--- config.mk ---
export PLATFORM = sky130hd
export DESIGN_NAME = da_sign_par
export DESIGN_NICKNAME = d
export VERILOG_FILES = /design/src/rtl/da_pkg.sv /design/src/rtl/da_lut.sv /design/src/rtl/da_sign_par.sv
export SDC_FILE = /design/constraint.sdc
export NUM_CORES = 1
export LEC_CHECK = 0
export BUFFER_PORTS_ARGS = -buffer_cell sky130_fd_sc_hd__buf_4
export CORE_ASPECT_RATIO = 0.5
export CORE_MARGIN = 10
export CORE_UTILIZATION = 56
export CTS_CLUSTER_SIZE = 12
export DETAILED_ROUTE_END_ITERATION = 10
export PLACE_DENSITY = 0.75
export SLEW_MARGIN = 10
export SYNTH_ARGS = -nofsm -noshare
export SYNTH_HDL_FRONTEND = slang
export SYNTH_HIERARCHICAL = 1
export SYNTH_SLANG_ARGS = --single-unit
--- constraint.sdc ---
create_clock -name clk -period 3.1 [get_ports clk]
set_input_delay 0.155 -clock clk [delete_from_list [all_inputs] [get_ports clk]]
set_output_delay 0.155 -clock clk [all_outputs]
set_load 0.01 [all_outputs]
--- src/rtl/da_pkg.sv ---
// Shared definitions for the bit-serial distributed-arithmetic unit.
//   - da_state_e : control FSM states
//   - da_acc_w   : exact accumulator width for N taps of XW x CW products
//   - da_tab_w   : width of one coefficient-table entry (sum of up to N coefs)
package da_pkg;

  typedef enum logic [1:0] {
    IDLE = 2'd0,
    RUN  = 2'd1,
    DONE = 2'd2
  } da_state_e;

  function automatic int da_tab_w(input int n, input int cw);
    return cw + $clog2(n);
  endfunction

  function automatic int da_acc_w(input int n, input int xw, input int cw);
    return cw + $clog2(n) + xw;
  endfunction

endpackage

--- src/rtl/da_lut.sv ---
// Distributed-arithmetic coefficient table.
// Entry a holds the signed sum of every c_k whose address bit a[k] is set.
// All 2^N entries are constants derived from COEFS at elaboration.
// Ports:
//   addr_i  N-bit address (bit k = current bit-slice of sample k)
//   t_o     TW-bit signed table value
module da_lut #(
  parameter int               N     = 3,
  parameter int               CW    = 4,
  parameter int               TW    = 6,
  parameter logic [N*CW-1:0]  COEFS = '0
) (
  input  logic [N-1:0]         addr_i,
  output logic signed [TW-1:0] t_o
);

  function automatic logic signed [TW-1:0] tab_entry(input int a);
    logic signed [CW-1:0] c;
    logic signed [TW-1:0] s;
    s = '0;
    for (int k = 0; k < N; k++) begin
      c = COEFS[k*CW +: CW];
      if (a[k]) s = s + TW'(c);
    end
    return s;
  endfunction

  logic signed [TW-1:0] tab [2**N];

  for (genvar ga = 0; ga < 2**N; ga++) begin : g_tab
    assign tab[ga] = tab_entry(ga);
  end

  assign t_o = tab[addr_i];

endmodule

--- src/rtl/da_sign_par.sv ---
// Bit-serial distributed-arithmetic sum of products: y = sum_k c_k * x_k.
// Samples are consumed LSB-first, one bit-slice per cycle; the MSB slice is
// subtracted, which makes the result exact for two's-complement inputs.
// Optional feature: define DA_SAT_EN to clamp y to OUT_W bits (sat flags it);
// otherwise y wraps to the low OUT_W bits and sat is 0.
// Ports:
//   clk, reset           clock, synchronous active-high reset
//   in_valid/in_ready    sample vector handshake (ready only in IDLE)
//   x_in                 N packed signed XW-bit samples
//   out_valid/out_ready  result handshake, result held until taken
//   y, sat               signed result and clamp flag
module da_sign_par
  import da_pkg::*;
#(
  parameter int              N     = 3,
  parameter int              XW    = 4,
  parameter int              CW    = 4,
  parameter logic [N*CW-1:0] COEFS = {4'sd1, 4'sd3, 4'sd2},
  parameter int              OUT_W = 10
) (
  input  logic                    clk,
  input  logic                    reset,
  input  logic                    in_valid,
  output logic                    in_ready,
  input  logic [N*XW-1:0]         x_in,
  output logic                    out_valid,
  input  logic                    out_ready,
  output logic signed [OUT_W-1:0] y,
  output logic                    sat
);

  localparam int TW    = da_tab_w(N, CW);
  localparam int ACC_W = da_acc_w(N, XW, CW);
  localparam int CNT_W = (XW > 1) ? $clog2(XW) : 1;

  da_state_e                state_q, state_d;
  logic [N-1:0][XW-1:0]     x_q, x_d;
  logic signed [ACC_W-1:0]  acc_q, acc_d;
  logic [CNT_W-1:0]         cnt_q, cnt_d;
  logic signed [OUT_W-1:0]  y_q, y_d;
  logic                     sat_q, sat_d;
  logic                     ov_q, ov_d;

  logic [N-1:0]             addr;
  logic signed [TW-1:0]     t;
  logic signed [ACC_W-1:0]  t_sh;
  logic                     last;
  logic signed [OUT_W-1:0]  y_fmt;
  logic                     sat_fmt;

  for (genvar k = 0; k < N; k++) begin : g_addr
    assign addr[k] = x_q[k][0];
  end

  da_lut #(.N(N), .CW(CW), .TW(TW), .COEFS(COEFS)) u_lut (
    .addr_i (addr),
    .t_o    (t)
  );

  // Each slice enters at weight 2^(XW-1) and is halved every later cycle,
  // so slice j ends at weight 2^j with no bits shifted out.
  assign t_sh = $signed(ACC_W'(t)) <<< (XW - 1);
  assign last = (cnt_q == CNT_W'(XW - 1));

  // Result formatting from the final accumulator.
  if (OUT_W >= ACC_W) begin : g_ext
    assign y_fmt   = OUT_W'(acc_q);
    assign sat_fmt = 1'b0;
  end else begin : g_narrow
`ifdef DA_SAT_EN
    logic [ACC_W-OUT_W:0] hi;
    logic                 ovf;
    // In range iff all bits from the output sign bit upward agree.
    assign hi      = acc_q[ACC_W-1:OUT_W-1];
    assign ovf     = !((&hi) || !(|hi));
    assign y_fmt   = !ovf ? acc_q[OUT_W-1:0] :
                     acc_q[ACC_W-1] ? {1'b1, {(OUT_W-1){1'b0}}}
                                    : {1'b0, {(OUT_W-1){1'b1}}};
    assign sat_fmt = ovf;
`else
    assign y_fmt   = acc_q[OUT_W-1:0];
    assign sat_fmt = 1'b0;
`endif
  end

  always_comb begin
    state_d = state_q;
    x_d     = x_q;
    acc_d   = acc_q;
    cnt_d   = cnt_q;
    y_d     = y_q;
    sat_d   = sat_q;
    ov_d    = ov_q;
    case (state_q)
      IDLE: begin
        if (in_valid) begin
          x_d     = x_in;
          acc_d   = '0;
          cnt_d   = '0;
          state_d = RUN;
        end
      end
      RUN: begin
        acc_d = last ? (acc_q >>> 1) - t_sh : (acc_q >>> 1) + t_sh;
        for (int k = 0; k < N; k++) x_d[k] = x_q[k] >> 1;
        cnt_d = cnt_q + CNT_W'(1);
        if (last) state_d = DONE;
      end
      DONE: begin
        // First DONE cycle registers the result; afterwards wait for the taker.
        if (!ov_q) begin
          y_d   = y_fmt;
          sat_d = sat_fmt;
          ov_d  = 1'b1;
        end else if (out_ready) begin
          ov_d    = 1'b0;
          state_d = IDLE;
        end
      end
      default: state_d = IDLE;
    endcase
  end

  always_ff @(posedge clk) begin
    if (reset) begin
      state_q <= IDLE;
      x_q     <= '0;
      acc_q   <= '0;
      cnt_q   <= '0;
      y_q     <= '0;
      sat_q   <= 1'b0;
      ov_q    <= 1'b0;
    end else begin
      state_q <= state_d;
      x_q     <= x_d;
      acc_q   <= acc_d;
      cnt_q   <= cnt_d;
      y_q     <= y_d;
      sat_q   <= sat_d;
      ov_q    <= ov_d;
    end
  end

  assign in_ready  = (state_q == IDLE);
  assign out_valid = ov_q;
  assign y         = y_q;
  assign sat       = sat_q;

endmodule

==> results.py <==
metrics = {
    "routing": {
        "wirelength_um": 4030,
        "drc": 0,
        "vias": 1611,
        "drtIter0Drc": 53,
        "ant_nets": 0,
        "viasPerCell": 5.32,
        "firstDrtPassIters": 4,
        "drt-wirelength-per-cell_um": 13.3,
    },
    "grt": {
        "grt_start_max_net_pins": 36,
        "grt_usage_pct": 13.4,
        "grt_pass1_wl_um": 6820,
        "grt_overflow": 0,
        "grt_pass1_vias": 1558,
        "antenna_found_initial": 0,
    },
    "min_path": {
        "hp-class": "in2reg",
    },
    "sta": {
        "max_freq_mhz": 348,
        "grt_setup_unrepaired": "false",
        "finClkSkew_ns": 0.00464,
        "fin_crit_sh_pct": 92.6,
        "slew_viol_final": 0,
        "timing.final.crit_period_ns": 2.87,
        "tightest_slew_ns": 0.814,
        "hold_viol": 0,
        "setup_tns_ns": 0,
        "setup_viol": 0,
        "max_slew_margin_pct": 45.7,
    },
    "cts": {
        "tritoncts": "done",
        "htree_levels": 2,
        "post-cts-setup-buffers": 0,
        "clk_latency_ns": 0.28,
        "cts_max_path_buffers": 2,
        "ctsRootBufferMaster": "clkbuf_8",
        "clkTransAtPathRegs_ns": 0.07,
        "cts.sinks": 37,
        "cts_resized": 0,
        "cts_buffers": 5,
        "cts_hold_buffers": 0,
    },
    "worst_setup_path": {
        "startpoint_type": "flop",
        "path_cells": "ha_1 > mux2_2 > inv_1 > ha_1 > mux2_2 > inv_1 > ha_1 > nor2b_1 > o21ai_0 > a21oi_1 > or3_1 > a32o_1",
        "crit_family": "adder cells",
        "end_kind": "flop",
        "critPathSlowestCell": "dfxtp_1",
        "path_buf_inv": 2,
        "worstSetupPathType": "reg2reg",
        "crit_arrival_ns": 3.05,
        "cpPeakStageDelay_ns": 0.39,
        "worst_ep_required_time_ns": 3.28,
        "critPathMostFrequentCell": "ha_1",
        "critical_path.max_fanout": 4,
    },
    "run_status": {
        "run_status": "finished, final reports clean",
    },
    "synth": {
        "synth_top_area_share_pct": 38.1,
        "synthArstFlopShare_pct": 0,
        "syn_area_mm2": 0.00195,
        "synth_common_cells": "63 x nor2_1, 37 x dfxtp_1, 22 x a21oi_1",
        "synth_seq_cells": 37,
        "post_synth.cell_area_avg_um2": 8.11,
        "synth-main-ff-cell": "dfxtp_1",
        "synth-edff-count": 0,
        "synth_cells": 240,
        "yosysWarnings": 6,
        "yosysSeqAreaShare_pct": 38.1,
        "synth_top_area_cell": "dfxtp_1",
        "synth.most_common_cell": "nor2_1",
        "ys_top_cells_by_area": "dfxtp_1 38%, nor2_1 12%, ha_1 5.8%",
        "synth_cell_types": 37,
    },
    "die": {
        "rows": 15,
        "die_h_um": 61.7,
        "start_util_pct": 57.6,
        "die_w_um": 103,
        "io_pins": 29,
        "core_mm2": 0.00338,
        "dieArea_mm2": 0.00638,
    },
    "power": {
        "cellPowerDensity_mw_per_mm2": 582,
        "peakVddDrop_mv": 0.341,
        "p_leak_nw": 0.943,
    },
    "placement": {
        "numPortBuffers": 27,
        "placed_cells": 295,
        "dpl.hpwl_um": 2940,
        "gp_congestion": 0.795,
    },
    "cells_and_area": {
        "finalNetCount": 286,
        "n_antenna_cell": 0,
        "final_cells": 303,
        "nFillCells": 295,
        "area_growth_pct": 15.2,
        "drive_above_1_share_pct": 15.7,
    },
    "flow_run": {
        "cap_violations": 0,
    },
}
==> cell usage in the layout (no fill, tap or decap), drive strengths merged, types with 2 or more instances in the layout <==
cell type / synthesis / routed
conb: 2 / 4
clkbuf: 5 / 6
nand2b: 2 / 2
nor2: 65 / 65
ha: 9 / 9
o21ai: 4 / 4
xnor2: 8 / 8
buf: 11 / 27
a21oi: 22 / 22
a22o: 3 / 3
or2: 2 / 2
nor2b: 17 / 17
dfxtp: 37 / 37
nand2: 4 / 4
inv: 6 / 6
xor2: 2 / 2
mux2: 3 / 3
mux2i: 11 / 11
nor3: 12 / 12
a22oi: 5 / 5
==> per-layer routing <==
metal,global-route usage [%],routed length (µm),up-vias
li1,-,-,831
met5,0,0,-
met1,16.2,1930,743
met4,3.73,21,0
met3,5.49,289,4
met2,21.5,1790,33
==> logic make-up (layout without fill, tap and decap cells) <==
family,Yosys count,count (layout),share of synthesized area (%)
simple gates,106,106,25.1
compound gates,39,39,12.0
flops,37,37,38.1
buf+inv,22,41,5.66
mux,14,14,7.40
fa+ha+maj,10,10,6.82
xor+xnor,10,10,4.50
other cells,2,4,0.386
==> cell type report <==
type                    count  area (µm²)  share of cell area [%]
flip-flops and latches     37         741                    33.1
clock inverters             2        37.5                    1.68
repair buffers             27         203                    9.05
well taps                  42        52.6                    2.35
clock buffers               6        82.6                    3.69
inverters                   6        22.5                    1.01
multi-input cells         183        1100                    49.2
==> final timing paths <==
kind                         from                     end  slack (ns)  cells past startpoint
max reg2reg  addr[1]$_SDFFE_PP0P_   acc_q[8]$_SDFFE_PP0P_        0.23                     12
max          addr[1]$_SDFFE_PP0P_   acc_q[8]$_SDFFE_PP0P_        0.23                     12
min                     out_ready  out_valid$_SDFFE_PP0N_        0.17                      3
min reg2reg  x_q[10]$_SDFFE_PP0P_    x_q[10]$_SDFFE_PP0P_        0.50                      2
==> state kept, by name (all words and copies together) (netlist names) <==
signal and flops:
acc_q 10, out_valid 1, cnt_q 2, addr 3
state_q 2, x_q 9, y 10
==> metrics by stage <==
stage               area [µm²]  total power (W)  hold slack, ns  util, %  setup slack [ns]
finish                    2240          0.00130           0.173     66.3             0.228
global route              2240          0.00139           0.186     66.3            0.0351
CTS                       2240          0.00132           0.162     66.3             0.233
detailed placement        2120         0.000884           0.464     62.8             0.258
global placement          2120         0.000875           0.459     62.8             0.356
floorplan                 1950         0.000817           0.366        -             0.418
==> tightest hold or removal path, delay by kind of cell <==
family | cells | cell delay [ns]
AO/OA/AOI/OAI | 2 | 0.18
buffers and inverters | 1 | 0.08
==> where the power goes <==
group	switching, W	leakage, nW	total [W]	internal, W
registers	0.0000333	0.302	0.000541	0.000508
logic	0.000170	0.584	0.000335	0.000164
clock network	0.000167	0.0574	0.000429	0.000261
(Power assumes the default switching activity.)
